===== src/rtl/layer3_argmax.sv =====
// Final classification stage: captures the layer-3 score vector and scans it
// one element per clock to find the index and value of the largest signed score.
module layer3_argmax #(
    parameter int NUM_CLASSES = 16,
    parameter int WIDTH       = 16,
    parameter int IDX_W       = 4
) (
    input  logic                         clk,
    input  logic                         reset,
    input  logic                         in_valid,
    output logic                         in_ready,
    input  logic [NUM_CLASSES*WIDTH-1:0] N_flat,
    output logic                         out_valid,
    input  logic                         out_ready,
    output logic [IDX_W-1:0]             class_idx,
    output logic [WIDTH-1:0]             class_score,
    output logic                         all_zero
);

    typedef enum logic [1:0] {
        ST_IDLE = 2'd0,
        ST_SCAN = 2'd1,
        ST_DONE = 2'd2
    } state_t;

    localparam logic [IDX_W-1:0] IDX_ONE  = IDX_W'(1);
    localparam logic [IDX_W-1:0] IDX_LAST = IDX_W'(NUM_CLASSES - 1);
    localparam logic [WIDTH-1:0] VAL_ZERO = {WIDTH{1'b0}};

    state_t                         r_state,       w_state_nx;
    logic [NUM_CLASSES*WIDTH-1:0]   r_cap,         w_cap_nx;
    logic [IDX_W-1:0]               r_ptr,         w_ptr_nx;
    logic [WIDTH-1:0]               r_best_val,    w_best_val_nx;
    logic [IDX_W-1:0]               r_best_idx,    w_best_idx_nx;
    logic                           r_nz,          w_nz_nx;
    logic                           r_out_valid,   w_out_valid_nx;
    logic [IDX_W-1:0]               r_class_idx,   w_class_idx_nx;
    logic [WIDTH-1:0]               r_class_score, w_class_score_nx;
    logic                           r_all_zero,    w_all_zero_nx;

    logic [WIDTH-1:0]               w_elem;
    logic [WIDTH-1:0]               w_elem0;
    logic                           w_elem_gt;
    logic                           w_elem_pos;
    logic [WIDTH-1:0]               w_scan_val;
    logic [IDX_W-1:0]               w_scan_idx;
    logic                           w_scan_nz;

    assign w_elem     = r_cap[r_ptr*WIDTH +: WIDTH];
    assign w_elem0    = N_flat[WIDTH-1:0];
    assign w_elem_gt  = $signed(w_elem) > $signed(r_best_val);
    assign w_elem_pos = $signed(w_elem) > $signed(VAL_ZERO);

    // Running best after folding in the current element; strict compare keeps the lower index on ties.
    always_comb begin
        w_scan_val = r_best_val;
        w_scan_idx = r_best_idx;
        w_scan_nz  = r_nz | w_elem_pos;
        if (w_elem_gt) begin
            w_scan_val = w_elem;
            w_scan_idx = r_ptr;
        end else begin
            w_scan_val = r_best_val;
            w_scan_idx = r_best_idx;
        end
    end

    // Next-state and datapath update for the capture/scan/present sequence.
    always_comb begin
        w_state_nx       = r_state;
        w_cap_nx         = r_cap;
        w_ptr_nx         = r_ptr;
        w_best_val_nx    = r_best_val;
        w_best_idx_nx    = r_best_idx;
        w_nz_nx          = r_nz;
        w_out_valid_nx   = r_out_valid;
        w_class_idx_nx   = r_class_idx;
        w_class_score_nx = r_class_score;
        w_all_zero_nx    = r_all_zero;
        case (r_state)
            ST_IDLE: begin
                if (in_valid) begin
                    w_state_nx    = ST_SCAN;
                    w_cap_nx      = N_flat;
                    w_best_val_nx = w_elem0;
                    w_best_idx_nx = {IDX_W{1'b0}};
                    w_ptr_nx      = IDX_ONE;
                    w_nz_nx       = $signed(w_elem0) > $signed(VAL_ZERO);
                end else begin
                    w_state_nx = ST_IDLE;
                end
            end
            ST_SCAN: begin
                w_best_val_nx = w_scan_val;
                w_best_idx_nx = w_scan_idx;
                w_nz_nx       = w_scan_nz;
                if (r_ptr == IDX_LAST) begin
                    w_state_nx       = ST_DONE;
                    w_out_valid_nx   = 1'b1;
                    w_class_idx_nx   = w_scan_idx;
                    w_class_score_nx = w_scan_val;
                    w_all_zero_nx    = ~w_scan_nz;
                end else begin
                    w_ptr_nx = r_ptr + IDX_ONE;
                end
            end
            ST_DONE: begin
                if (out_ready) begin
                    w_state_nx     = ST_IDLE;
                    w_out_valid_nx = 1'b0;
                end else begin
                    w_state_nx = ST_DONE;
                end
            end
            default: begin
                w_state_nx     = ST_IDLE;
                w_out_valid_nx = 1'b0;
            end
        endcase
    end

    // State and result registers; reset aborts any scan in flight.
    always_ff @(posedge clk or negedge reset) begin
        if (!reset) begin
            r_state       <= ST_IDLE;
            r_cap         <= {(NUM_CLASSES*WIDTH){1'b0}};
            r_ptr         <= {IDX_W{1'b0}};
            r_best_val    <= {WIDTH{1'b0}};
            r_best_idx    <= {IDX_W{1'b0}};
            r_nz          <= 1'b0;
            r_out_valid   <= 1'b0;
            r_class_idx   <= {IDX_W{1'b0}};
            r_class_score <= {WIDTH{1'b0}};
            r_all_zero    <= 1'b0;
        end else begin
            r_state       <= w_state_nx;
            r_cap         <= w_cap_nx;
            r_ptr         <= w_ptr_nx;
            r_best_val    <= w_best_val_nx;
            r_best_idx    <= w_best_idx_nx;
            r_nz          <= w_nz_nx;
            r_out_valid   <= w_out_valid_nx;
            r_class_idx   <= w_class_idx_nx;
            r_class_score <= w_class_score_nx;
            r_all_zero    <= w_all_zero_nx;
        end
    end

    assign in_ready    = (r_state == ST_IDLE);
    assign out_valid   = r_out_valid;
    assign class_idx   = r_class_idx;
    assign class_score = r_class_score;
    assign all_zero    = r_all_zero;

endmodule


===== config.mk =====
export PLATFORM = sky130hd
export DESIGN_NAME = layer3_argmax
export DESIGN_NICKNAME = d
export VERILOG_FILES = /design/src/rtl/layer3_argmax.sv
export SDC_FILE = /design/constraint.sdc
export NUM_CORES = 1
export LEC_CHECK = 0
export ABC_CLOCK_PERIOD_IN_PS = 5400
export CELL_PAD_IN_SITES_DETAIL_PLACEMENT = 0
export CELL_PAD_IN_SITES_GLOBAL_PLACEMENT = 1
export CORE_MARGIN = 5
export CORE_UTILIZATION = 25
export DETAILED_ROUTE_END_ITERATION = 16
export PLACE_DENSITY = 0.61
export SYNTH_ARGS = -nofsm -noshare
export SYNTH_HDL_FRONTEND = slang
export SYNTH_SLANG_ARGS = --single-unit
export TNS_END_PERCENT = 20

===== constraint.sdc =====
create_clock -name clk -period 5.4 [get_ports clk]
set_input_delay 1.35 -clock clk [delete_from_list [all_inputs] [get_ports clk]]
set_output_delay 1.35 -clock clk [all_outputs]
set_load 0.1 [all_outputs]

After elaboration in Yosys (flattened, before gate mapping)
Index checks and enable logic that the tools add are counted.

Bits in registers: 305. Output and inout bits: 23. Word-level logic and storage cells: 50. Input bits: 260.

Magnitude comparators: 3. Reductions and logical operators: 7. Equality and inequality tests: 7. Muxes and demuxes: 18. Bitwise operators: 3. Shift-type cells: 1. Add/sub/neg operators: 1.

Operator list (number): $shiftx A256 B9 Y16 (1); $gt A16 B1 Y1 const B (2); $mux W16 (2); $pmux W16 S2 (1); $gt A16 B16 Y1 (1); $mux W4 (4); $pmux W4 S2 (2); $ne A2 B2 Y1 const B (4); $pmux W2 S3 (1); $reduce_and A2 Y1 (3); $reduce_and A3 Y1 (2); $add A4 B1 Y4 const B (1); $eq A4 B4 Y1 const B (1); $mux W1 (4); $mux W2 (2); $pmux W1 S3 (1); $eq A2 B1 Y1 const B (1); $eq A2 B2 Y1 const B (1); $logic_not A2 Y1 (1); $not A1 Y1 (2); $pmux W1 S2 (1); $reduce_bool A2 Y1 (1); $or A1 B1 Y1 (1).

Depth between registers and ports, before layout
Gate-level depths: netlist (run 1).

Depth after elaboration: 4. Depth in mapped cells: 17. Mapped depth without buffers: 13.

Worst setup path before layout (run 1)
OpenSTA, ideal clock, no wires.

Path type: reg-to-reg. Start point: register r_ptr[0]. End point: register r_best_val[10]. Buffers on the path: 4. Arrival time: 4070 ps. Slack: 1204 ps. Stages on the path, launching flop included: 15. Required time: 5274 ps. Cells stage by stage: dfrtp_1 > clkbuf_2 > buf_6 > buf_4 > mux4_2 > mux4_2 > ha_1 > and4_1 > or4b_1 > a21oi_1 > a2111o_2 > mux2i_4 > nor2_4 > buf_2 > a221o_1.

Word-level cells in the longest chain between the ends: 4.

RTL lines: start: declaration (RTL line 32) `logic [IDX_W-1:0] r_ptr, w_ptr_nx;`; start signal: assignment (RTL line 127) `r_ptr <= {IDX_W{1'b0}};`; start signal: assignment (RTL line 138) `r_ptr <= w_ptr_nx;`; $shiftx A256 B9 Y16 (*) (RTL line 49) `assign w_elem = r_cap[r_ptr*WIDTH +: WIDTH];`; $gt A16 B16 Y1 (RTL line 51) `assign w_elem_gt = $signed(w_elem) > $signed(r_best_val);`; $mux W16 (*) (RTL line 59) `if (w_elem_gt) begin`; $pmux W16 S2 (*) (RTL line 80) `case (r_state)`; end signal: assignment (RTL line 128) `r_best_val <= {WIDTH{1'b0}};`; end signal: assignment (RTL line 139) `r_best_val <= w_best_val_nx;`; end: declaration (RTL line 33) `logic [WIDTH-1:0] r_best_val, w_best_val_nx;`.

Every way passes the cells marked *; elsewhere a longest branch is shown, timed or not. A chain may end at the register's enable or synchronous reset.

Final worst setup path (run 1)
Start point: register r_ptr[0]. End point: register r_class_score[8], in the netlist class_score[8].

Word-level cells in the longest chain between the ends: 3. Elaborated cells between the ends (all ways): 5.

RTL lines: $shiftx A256 B9 Y16 (RTL line 49); $gt A16 B16 Y1 (RTL line 51); $mux W16 (RTL line 59); end signal: assignment (RTL line 133) `r_class_score <= {WIDTH{1'b0}};`; end signal: assignment (RTL line 144) `r_class_score <= w_class_score_nx;`; end: declaration (RTL line 38) `logic [WIDTH-1:0] r_class_score, w_class_score_nx;`.

Several ways; a longest one is shown, not always the timed one.

==> results of run 1 <==
## registers in the layout (all words and copies together), names as in the netlist
signal       cells
r_state          2
class_score     16
r_ptr            4
r_best_val      16
r_nz             1
r_cap          256
all_zero         1
r_best_idx       4
class_idx        4
out_valid        1
## layer usage
layer  routed length [um]  vias to the layer above  GRT usage
met1                23900                     5676      0.239
met5                    0                        -          0
met4                  859                        0     0.0379
met3                 2960                       42     0.0320
li1                     -                     5378          -
met2                24100                      343      0.264
## final timing paths
kind                                          start                         end  slack [ps]  cells past startpoint
min in group asynchronous                     reset      r_cap[248]$_DFFE_PN0P_         850                      1
min reg2reg                class_idx[2]$_DFFE_PN0P_    class_idx[2]$_DFFE_PN0P_         470                      2
max                            r_ptr[0]$_DFFE_PN0P_  class_score[8]$_DFFE_PN0P_         460                     15
min                        class_idx[2]$_DFFE_PN0P_    class_idx[2]$_DFFE_PN0P_         470                      2
max reg2reg                    r_ptr[0]$_DFFE_PN0P_  class_score[8]$_DFFE_PN0P_         460                     15
max in group asynchronous                     reset      r_cap[189]$_DFFE_PN0P_        3360                      2
## cell usage in the layout (no fill, tap or decap), drive strengths merged, types with 15 or more instances in the layout
cell,count
a21o,18
mux4,64
clkbuf,54
buf,32
dfrtp,305
and3,18
nand2,761
nand3,19
a21oi,16
o21ai,15
inv,19
a221o,16
o311ai,15
mux2i,17
clkdlybuf4s50,281
ha,17
## worst min-delay path, delay by kind of cell (launching register included)
family | cells | cell delay [ps]
flops | 1 | 340
simple gates | 2 | 100
## power by group through the flow
stage	logic (W)	registers (W)	clock network, W
2_1_floorplan	0.00409	0.00433	0
5_1_grt	0.00691	0.00436	0.00282
4_1_cts	0.00638	0.00423	0.00273
3_3_place_gp	0.00629	0.00428	0
3_5_place_dp	0.00635	0.00426	0
6_report	0.00631	0.00423	0.00265
## cell type report
| type | instances | area (um^2) | area share |
|---|---|---|---|
| inverter | 17 | 63.8 | 0.00334 |
| sequential | 305 | 7640 | 0.400 |
| clock buffer | 54 | 1130 | 0.0592 |
| timing repair buffer | 313 | 3140 | 0.164 |
| tap | 756 | 946 | 0.0495 |
| clock inverter | 13 | 175 | 0.00916 |
| multi-input combinational | 1051 | 6020 | 0.315 |
## cells by family (layout without fill, tap and decap cells)
family,after synthesis,in the layout,synth area share
XOR/XNOR,2,2,0.00124
AO/OA/AOI/OAI,108,108,0.0571
AND/OR/NAND/NOR,843,843,0.237
adder cells (fa/ha/maj),17,17,0.0151
flip-flops,305,305,0.541
multiplexers,81,81,0.116
buffers and inverters,108,397,0.0332
## metrics by stage
stage	total power [W]	std cells	hold WS, ps	instance area [um^2]
final	0.0132	2509	468	19100
after global routing	0.0141	2509	485	19100
after CTS	0.0133	2509	471	19100
after detailed placement	0.0106	2442	457	17800
after global placement	0.0106	2442	454	17800
after floorplan	0.00841	1464	440	14100
==> summary by stage, run 1 <==
Outcome
The run finished with clean final reports.

Drt
The total DRC errors in the routed layout is 0. The detailed router finished its first iteration with 887 violations. Summing over every cut layer, the via total after detailed routing is ~11000. The detailed-route vias per instance is 4.56. The number of nets still failing antenna checks after routing is 0. The final layout contains routed wiring with a total length of about 52 mm. For this run, the detailed router's first-pass iteration total came to 5. The mean routed wirelength per cell is 20.7 um.

Synth
In the post-synthesis netlist, the cell with the most instances is sky130_fd_sc_hd__nand2_1. The post-synthesis instance total is 1464. Counting instances in the post-synthesis netlist gives the leading cell types as 761 x sky130_fd_sc_hd__nand2_1, 305 x sky130_fd_sc_hd__dfrtp_1, 69 x sky130_fd_sc_hd__clkbuf_1, 64 x sky130_fd_sc_hd__mux4_2, 19 x sky130_fd_sc_hd__nand3_1. The post-synth design cell area is 0.0141 mm^2. For this run, the register share of the synthesized area comes to 0.541. In this run, distinct cell masters in the synthesized netlist total 47. The net count of the mapped netlist is around 1700. The total of flip-flops plus latches after synthesis is 305. After synthesis, the cell types taking the most area are sky130_fd_sc_hd__dfrtp_1 54%, sky130_fd_sc_hd__nand2_1 20%, sky130_fd_sc_hd__mux4_2 10%, sky130_fd_sc_hd__clkbuf_1 1.8%, sky130_fd_sc_hd__ha_1 1.5%.

The number of synthesized flops with an enable pin is 0. The share of flip-flops with an asynchronous set or reset is 1.00. Yosys printed 0 warnings. The most used flip-flop cell after synthesis is sky130_fd_sc_hd__dfrtp_1. A synthesized cell averages 9.64 um^2. The share of synthesized area in the top cell type comes to 0.541.

Of all cell types, the one taking the most synthesized area is sky130_fd_sc_hd__dfrtp_1.

Global routing
The total congestion overflow after global routing is 0. The first-pass GRT wire length is 77.4 mm. The number of antenna violations at the first check in global routing is 0. The overall global routing resource usage is 0.167.

The number of global-route vias before repair came to 12000. Entering global routing, the biggest net connects 114 pins.

Clock tree
The total clock buffers created by CTS is 37. For this design, the sink count on the clock tree is ~310. The clock edge transition at the registers on the reported setup and hold paths is 60 ps. The latest clock arrival within the worst-skew pair is between 500 and 600 ps. The quantity of gates resized following cts is 0. The H-tree was split into 2 levels.

The post-CTS setup buffer count is 0. The clock tree from TritonCTS is yes. The number of hold-repair buffers added at the cts stage is 0. Counting along the longest clock path gives a buffer depth of 3. The buffer type at the clock tree root is sky130_fd_sc_hd__clkbuf_16.

Floorplan
The number of top-level pins is roughly 280. The overall die area is 0.0613 mm^2. For this configuration, the core starts out at a cell density of 0.251.

The floorplan die height is 248 um. The floorplan has 87 rows. The total core area is ~0.056 mm^2. The floorplan step set the die width to 248 um.

STA
The period utilization is 0.914. The total negative setup slack is 0 ps. The achievable frequency is slightly above 200 MHz.

Setup repair after global routing left no endpoint under its margin. The max-slew violation count came to 0. Counting I/O delays and the setup requirement, the final critical path takes 4940 ps. The hold violation total from the final report is 0.

The worst-case clock skew is 20.7 ps. Across all setup checks in the final design, the least slack found is 462 ps. Setup violations remaining at the end of the flow were counted as 0. The worst-margin pin slew is ~1100 ps. Measured against its own limit, the worst slew margin works out to 0.270.

Flow run
Across the run, the number of max-cap violations was 0.

Pwr
The areal power density over the cells is 690 mW/mm^2. The proportion of total power due to net switching is 0.425. The leakage power summed over all cells is 9.12 nW. The switching power total is 0.00560 W.

The internal power of the cells totals 0.00759 W. Of the total power, registers draw 0.320. VDD sags by at most 0.000409 V. Of the total power, combinational logic draws 0.479.

The share of total power dissipated in the clock network is 0.201.

Placed design
The post-detailed-placement half-perimeter wirelength is 39.3 mm. The port buffer count is about 280. The final estimated routing congestion in global placement is between 0.8 and 0.9. At the placement stage, the worst setup path has a slack of 390 ps.

Worst setup path
In this design, the critical path's most frequently occurring cell is sky130_fd_sc_hd__buf_4. The worst setup path is captured at a flip-flop. The startpoint type of the worst setup path is a flip-flop. The setup path with the least slack is of type reg2reg. For the worst setup path, the data required time is between 5000 and 6000 ps.

Together, buffers and inverters on the worst path number 3. The cell family contributing the most delay on the critical path is compound AO/OA/AOI/OAI gates. The slowest stage of the critical path belongs to the cell sky130_fd_sc_hd__dfrtp_4.

Traced cell by cell, the critical path runs through buf_12 > buf_4 > mux2i_1 > a221oi_1 > a22oi_1 > o21ai_1 > ha_1 > a21oi_1 > o21a_1 > o211ai_1 > a2111o_2 > mux2i_4 > buf_4 > nand3_1 > o311ai_1. The critical-path maximum fanout is 20. Data on the critical path arrives at its endpoint at 5370 ps. For this run, the slowest stage of the critical path takes a little over 700 ps.

Cells and area
The fill cell instance count of the final layout is 5825. The core occupancy in the finished layout is 0.340. The net count of the finished layout is about 2000. The area added between synthesis and finish is 35.4%. The layout cell share with drive strength beyond 1 is 0.0958.

The antenna diode count is 0.

Worst hold path
The min-delay analysis places its worst path in the category reg2reg.
No activity file was read; power rests on OpenSTA's default activity.
==> run 2, diff against run 1 <==
--- a/config.mk
+++ b/config.mk
@@ -10,6 +10,7 @@
 export CELL_PAD_IN_SITES_GLOBAL_PLACEMENT = 1
 export CORE_MARGIN = 5
 export CORE_UTILIZATION = 25
+export CTS_CLUSTER_SIZE = 40
 export DETAILED_ROUTE_END_ITERATION = 16
 export PLACE_DENSITY = 0.61
 export SYNTH_ARGS = -nofsm -noshare
==> results of run 2 <==
No change in the layout: final DEF, timing and power equal those of run 1.
